===== config.mk =====
export PLATFORM = sky130hd
export DESIGN_NAME = wb_ddr_arbiter_flat
export DESIGN_NICKNAME = d
export VERILOG_FILES = /design/src/rtl/wb_ddr_arbiter_if.sv /design/src/rtl/wb_ddr_arbiter.sv /design/src/flat_wrapper.sv
export SDC_FILE = /design/constraint.sdc
export NUM_CORES = 1
export LEC_CHECK = 0
export ABC_AREA = 1
export BUFFER_PORTS_ARGS = -buffer_cell sky130_fd_sc_hd__buf_2
export CAP_MARGIN = 20
export CORE_AREA = 2 2 125 127
export DETAILED_ROUTE_END_ITERATION = 8
export DIE_AREA = 0 0 127 129
export PLACE_DENSITY_LB_ADDON = 0.2
export SKIP_LAST_GASP = 1
export SLEW_MARGIN = 20
export SYNTH_ARGS = -nofsm -noshare
export SYNTH_HDL_FRONTEND = slang
export SYNTH_SLANG_ARGS = --single-unit

===== constraint.sdc =====
create_clock -name clk -period 2 [get_ports clk]
set_clock_uncertainty 0.1 [all_clocks]
set_input_delay 0.4 -clock clk [delete_from_list [all_inputs] [get_ports clk]]
set_output_delay 0.4 -clock clk [all_outputs]
set_load 0.02 [all_outputs]

===== src/rtl/wb_ddr_arbiter_if.sv =====
// wb_ddr_arbiter_if: one Wishbone link; the master modport drives the request side, the slave modport answers it
interface wb_ddr_arbiter_if;
  logic [31:0] adr;
  logic [31:0] dat_w;
  logic [31:0] dat_r;
  logic [3:0]  sel;
  logic        we;
  logic        cyc;
  logic        stb;
  logic        ack;
  logic        err;
  modport master(output adr, dat_w, sel, we, cyc, stb, input dat_r, ack, err);
  modport slave(input adr, dat_w, sel, we, cyc, stb, output dat_r, ack, err);
endinterface


===== src/rtl/wb_ddr_arbiter.sv =====
// wb_ddr_arbiter: two-master round-robin Wishbone arbiter with cycle-held grant and stall timeout
module wb_ddr_arbiter #(
  parameter int timeout_width = 10,
  parameter bit last_reset    = 1'b1
) (
  input  logic              clk,
  input  logic              reset,
  wb_ddr_arbiter_if.slave   m0,
  wb_ddr_arbiter_if.slave   m1,
  wb_ddr_arbiter_if.master  s,
  output logic [1:0]        grant_o
);
  typedef enum logic [1:0] {IDLE, G0, G1} state_t;
  state_t state, state_d;
  logic last, last_d;
  logic [timeout_width-1:0] cnt, cnt_d;
  logic g0, g1, cyc_x, stb_x, fire;
  always_ff @(posedge clk) begin
    if (reset) begin
      state <= IDLE;
      last  <= last_reset;
      cnt   <= '0;
    end else begin
      state <= state_d;
      last  <= last_d;
      cnt   <= cnt_d;
    end
  end
  assign g0 = state == G0;
  assign g1 = state == G1;
  assign grant_o = {g1, g0};
  assign cyc_x = g0 ? m0.cyc : g1 ? m1.cyc : 1'b0;
  assign stb_x = g0 ? m0.stb : g1 ? m1.stb : 1'b0;
  // Timeout only fires on a genuinely stalled beat, never alongside a slave response
  assign fire = cyc_x & stb_x & (cnt == '1) & ~s.ack & ~s.err;
  assign s.adr   = g0 ? m0.adr   : g1 ? m1.adr   : '0;
  assign s.dat_w = g0 ? m0.dat_w : g1 ? m1.dat_w : '0;
  assign s.sel   = g0 ? m0.sel   : g1 ? m1.sel   : '0;
  assign s.we    = g0 ? m0.we    : g1 ? m1.we    : 1'b0;
  assign s.cyc   = cyc_x & ~fire;
  assign s.stb   = stb_x & ~fire;
  assign m0.dat_r = s.dat_r;
  assign m1.dat_r = s.dat_r;
  assign m0.ack = g0 & s.ack;
  assign m1.ack = g1 & s.ack;
  assign m0.err = g0 & (s.err | fire);
  assign m1.err = g1 & (s.err | fire);
  always_comb begin
    state_d = state;
    unique case (state)
      IDLE:    state_d = (m0.cyc & m1.cyc) ? (last ? G0 : G1) : m0.cyc ? G0 : m1.cyc ? G1 : IDLE;
      G0:      state_d = m0.cyc ? G0 : m1.cyc ? G1 : IDLE;
      G1:      state_d = m1.cyc ? G1 : m0.cyc ? G0 : IDLE;
      default: state_d = IDLE;
    endcase
    last_d = (g0 & ~m0.cyc) ? 1'b0 : (g1 & ~m1.cyc) ? 1'b1 : last;
    // s.cyc/s.stb are low on release, timeout and idle, so this also clears on those
    cnt_d = (s.cyc & s.stb & ~s.ack & ~s.err) ? cnt + 1'b1 : '0;
  end
endmodule

===== src/flat_wrapper.sv =====
// flat-port wrapper written by rule: the top's interface ports become plain ports
module wb_ddr_arbiter_flat 
#(
  parameter int timeout_width = 10,
  parameter bit last_reset    = 1'b1
)
  (clk, reset, grant_o, m0_adr, m0_dat_w, m0_sel, m0_we, m0_cyc, m0_stb, m0_dat_r, m0_ack, m0_err, m1_adr, m1_dat_w, m1_sel, m1_we, m1_cyc, m1_stb, m1_dat_r, m1_ack, m1_err, s_adr, s_dat_w, s_sel, s_we, s_cyc, s_stb, s_dat_r, s_ack, s_err);
  wb_ddr_arbiter_if m0_i ();
  wb_ddr_arbiter_if m1_i ();
  wb_ddr_arbiter_if s_i ();
  input  logic clk;
  input  logic reset;
  output logic [1:0] grant_o;
  input wire logic [$bits(m0_i.adr)-1:0] m0_adr;
  input wire logic [$bits(m0_i.dat_w)-1:0] m0_dat_w;
  input wire logic [$bits(m0_i.sel)-1:0] m0_sel;
  input wire logic [$bits(m0_i.we)-1:0] m0_we;
  input wire logic [$bits(m0_i.cyc)-1:0] m0_cyc;
  input wire logic [$bits(m0_i.stb)-1:0] m0_stb;
  output wire logic [$bits(m0_i.dat_r)-1:0] m0_dat_r;
  output wire logic [$bits(m0_i.ack)-1:0] m0_ack;
  output wire logic [$bits(m0_i.err)-1:0] m0_err;
  input wire logic [$bits(m1_i.adr)-1:0] m1_adr;
  input wire logic [$bits(m1_i.dat_w)-1:0] m1_dat_w;
  input wire logic [$bits(m1_i.sel)-1:0] m1_sel;
  input wire logic [$bits(m1_i.we)-1:0] m1_we;
  input wire logic [$bits(m1_i.cyc)-1:0] m1_cyc;
  input wire logic [$bits(m1_i.stb)-1:0] m1_stb;
  output wire logic [$bits(m1_i.dat_r)-1:0] m1_dat_r;
  output wire logic [$bits(m1_i.ack)-1:0] m1_ack;
  output wire logic [$bits(m1_i.err)-1:0] m1_err;
  output wire logic [$bits(s_i.adr)-1:0] s_adr;
  output wire logic [$bits(s_i.dat_w)-1:0] s_dat_w;
  output wire logic [$bits(s_i.sel)-1:0] s_sel;
  output wire logic [$bits(s_i.we)-1:0] s_we;
  output wire logic [$bits(s_i.cyc)-1:0] s_cyc;
  output wire logic [$bits(s_i.stb)-1:0] s_stb;
  input wire logic [$bits(s_i.dat_r)-1:0] s_dat_r;
  input wire logic [$bits(s_i.ack)-1:0] s_ack;
  input wire logic [$bits(s_i.err)-1:0] s_err;
  assign m0_i.adr = m0_adr;
  assign m0_i.dat_w = m0_dat_w;
  assign m0_i.sel = m0_sel;
  assign m0_i.we = m0_we;
  assign m0_i.cyc = m0_cyc;
  assign m0_i.stb = m0_stb;
  assign m0_dat_r = m0_i.dat_r;
  assign m0_ack = m0_i.ack;
  assign m0_err = m0_i.err;
  assign m1_i.adr = m1_adr;
  assign m1_i.dat_w = m1_dat_w;
  assign m1_i.sel = m1_sel;
  assign m1_i.we = m1_we;
  assign m1_i.cyc = m1_cyc;
  assign m1_i.stb = m1_stb;
  assign m1_dat_r = m1_i.dat_r;
  assign m1_ack = m1_i.ack;
  assign m1_err = m1_i.err;
  assign s_adr = s_i.adr;
  assign s_dat_w = s_i.dat_w;
  assign s_sel = s_i.sel;
  assign s_we = s_i.we;
  assign s_cyc = s_i.cyc;
  assign s_stb = s_i.stb;
  assign s_i.dat_r = s_dat_r;
  assign s_i.ack = s_ack;
  assign s_i.err = s_err;
  wb_ddr_arbiter #(.timeout_width(timeout_width), .last_reset(last_reset)) u_core (.clk(clk), .reset(reset), .m0(m0_i), .m1(m1_i), .s(s_i), .grant_o(grant_o));
endmodule

==> flow_summary_export.csv <==
group,metric,value,unit
yosys,synth_ff_type,"dfxtp_1",
placement,dp_hpwl,9.46,mm
clock_tree,hold_buffers,0,
clock_tree,cts.sinks,13,
yosys,yosysMostFrequentCell,"a22o_1",
yosys,synth_warnings,0,
placement,gp_congestion,0.737,
finish,fin_util,23.0,%
setup_path,worstPathBufferInverterCount,4,
timing,fin_crit,2.00,ns
placement,placed_area,0.00272,sq mm
yosys,ys_ff_latch,13,
floorplan,ios,319,
timing,finalCritPeriodShare,100,%
placement,portBuffers,222,
clock_tree,cts_buffer_depth,2,
yosys,synth-edff-count,0,
floorplan,dieArea,0.0164,sq mm
setup_path,r2r-start,"u_core.state[0]",
finish,multiInputGateArea,0.00102,sq mm
yosys,synth_area_leaders,"a22o_1 (33%), buf_4 (27%), dfxtp_1 (14%), nor2_1 (4.3%), nand3_1 (2.8%)",
finish,finalInstanceArea,0.00344,sq mm
yosys,yosys-top-cells-count,"a22o_1 (69), buf_4 (66), nor2_1 (21)",
timing,hold_violations,0,
global_route,grt_pass1_wl,14.9,mm
clock_tree,cts_tree,"yes",
power,peakVddDrop,0.000207,V
floorplan,coreArea,0.0150,sq mm
timing,clock.fmax,499,MHz
yosys,yosys.area.top_type,"a22o_1",
clock_tree,numCtsBuffers,3,
yosys,syn_avg_cell_area,7.47,sq um
clock_tree,htree_levels,1,
power,total_power,1.54,mW
setup_path,critical-path-slowest-cell,"dfxtp_4",
timing,setup_viol,1,
yosys,synth_area,0.00182,sq mm
setup_path,crit_required,1.50,ns
floorplan,rows,45,
setup_path,crit_start,"u_core.state[1]",
drt,firstDrtPassIters,4,
setup_path,critical_path_class,"register to output pin",
power,power_density,446,mW/mm^2
yosys,async_flop_share,0,%
run_status,status,"complete, but fails checks",
timing,slew_violations,0,
global_route,first_global_vias,2318,
yosys,synth_nets,422,
timing,tightest_slew,0.219,ns
setup_path,cp.arrival,1.50,ns
clock_tree,clk_latency,0.24,ns
drt,vias_per_cell,4.09,
setup_path,critical_path.max_fanout,11,
yosys,synth_top_area_share,33.3,%
floorplan,die_y,129,um
power,p_leak,1.77,nW
global_route,overflow,0,
finish,fill_cells,1663,
global_route,antenna_found_initial,2,
setup_path,startpoint_type,"register",
timing,rsz0062_at_grt,"yes",
finish,register_area,273,sq um
drt,detail-route-antenna-nets,0,
finish,antenna_cells,0,
clock_tree,clk_pin_slew_worst_paths,0.05,ns
drt,drtIter0Drc,87,
timing,slew_headroom,85.4,%
global_route,grt_usage,12.3,%
placement,pre_cts_ws,0.119,ns
setup_path,crit_path_max_incr_delay,0.39,ns
finish,area_growth,89.7,%
worst_hold_path,hp-class,"input port to register",
job,drv_cap,0,
floorplan,start_util,12.1,%
finish,nets,595,
yosys,netlist_instances,243,
finish,final_layout_size_suffix_gt1_share,67.0,%
drt,finalWirelength,12.1,mm
setup_path,worstPathCellList,"inv_6 -> nor2_4 -> buf_12 -> buf_16 -> a22o_1 -> buf_4",
drt,avgRoutedWirePerCell,20.1,um
yosys,synth.distinct_cells,23,
clock_tree,root_buffer,"clkbuf_16",
timing,layout_setup_ws,-0.00222,ns
global_route,grt_max_degree,29,
setup_path,path_delay_family,"buffers and inverters",
floorplan,die_x,127,um
yosys,seq_area_frac_synth,14.3,%
drt,vias,2468,
run_status,violations,"setup timing",
worst_hold_path,worstHoldStart,"reset",
setup_path,end_kind,"output pin",
timing,finalSetupTns,-0.00222,ns
drt,drc_errors,0,
==> layout by cell type (no fill, tap or decap), types with 2 or more instances in the layout <==
cell         n
clkbuf_16    8
clkbuf_4     3
nand3_2      4
nand3_1      7
nand2_2      3
nand2_1     10
nor2_1      19
buf_4       54
dfxtp_4      3
buf_2      161
a22o_4       2
xnor2_1      2
nor2_4       2
xor2_1       4
a21oi_2      2
buf_16       4
buf_6       15
inv_6        2
a21oi_1      4
dfxtp_1      9
buf_12       4
inv_1       11
a22o_1      67
==> area by class of cell <==
| class | count | area share (%) |
|---|---|---|
| Clock buffer | 3 | 2.18 |
| Clock inverter | 1 | 0.145 |
| Inverter | 15 | 2.03 |
| Multi-Input combinational cell | 135 | 29.6 |
| Sequential cell | 13 | 7.92 |
| Tap cell | 188 | 6.83 |
| Timing Repair Buffer | 248 | 51.3 |
==> logic make-up (layout without fill, tap and decap cells) <==
group | count (synthesis) | count (layout) | synth area share, %
flip-flops | 13 | 13 | 14.3
buffers and inverters | 95 | 267 | 33.8
AO/OA/AOI/OAI | 79 | 79 | 36.6
XOR/XNOR | 6 | 6 | 2.89
AND/OR/NAND/NOR | 49 | 49 | 11.6
adder cells (fa/ha/maj) | 1 | 1 | 0.689
==> report_power, final <==
group | total [mW] | internal (mW) | leakage [nW] | switching (mW)
Clock | 0.371 | 0.265 | 0.0409 | 0.106
Sequential | 0.271 | 0.262 | 0.108 | 0.00863
Combinational | 0.893 | 0.445 | 1.62 | 0.447
Total | 1.54 | 0.973 | 1.77 | 0.562
==> repair_timing <==
action	CTS	global route
cloned	3	7
pin swaps	6	12
resized for setup	55	55
setup buffers	7	3
setup endpoints to repair	73	65
==> registers in the layout, indices dropped and copies added (netlist names) <==
name / count
u_core.cnt: 10
u_core.state: 2
u_core.last: 1
==> metrics by stage <==
| step | instances | hold WS [ns] |
|---|---|---|
| 2_1_floorplan | 243 | 0.329 |
| 3_3_place_gp | 580 | 0.343 |
| 3_5_place_dp | 580 | 0.356 |
| 4_1_cts | 594 | 0.225 |
| 5_1_grt | 603 | 0.247 |
| 6_report | 603 | 0.225 |
==> worst paths after layout <==
check	endpoint	depth (start not counted)	slack [ns]
worst min-delay path	u_core.state[1]	2	0.23
worst min register to register	u_core.last	2	0.40
worst max-delay path	s_adr[4]	6	-0.002
worst max register to register	u_core.cnt[3]	10	0.32
==> metal layers <==
layer,vias up,track usage (%),part of all wire (%)
li1,1156,-,-
met1,1147,13.9,37
met2,145,21.0,49
met3,16,6.53,12
met4,4,1.81,0.82
met5,-,0,0.22
==> worst register-to-register path, stage by stage (launching register included) <==
cell and delay [ns]:
dfxtp_4 0.37, inv_6 0.08, nand3_1 0.08, nand2_2 0.13, inv_1 0.08, nor2_2 0.13
nand3_2 0.10, buf_4 0.14, buf_4 0.12, nand3_2 0.17, nor2_1 0.07
(Power assumes the default switching activity.)
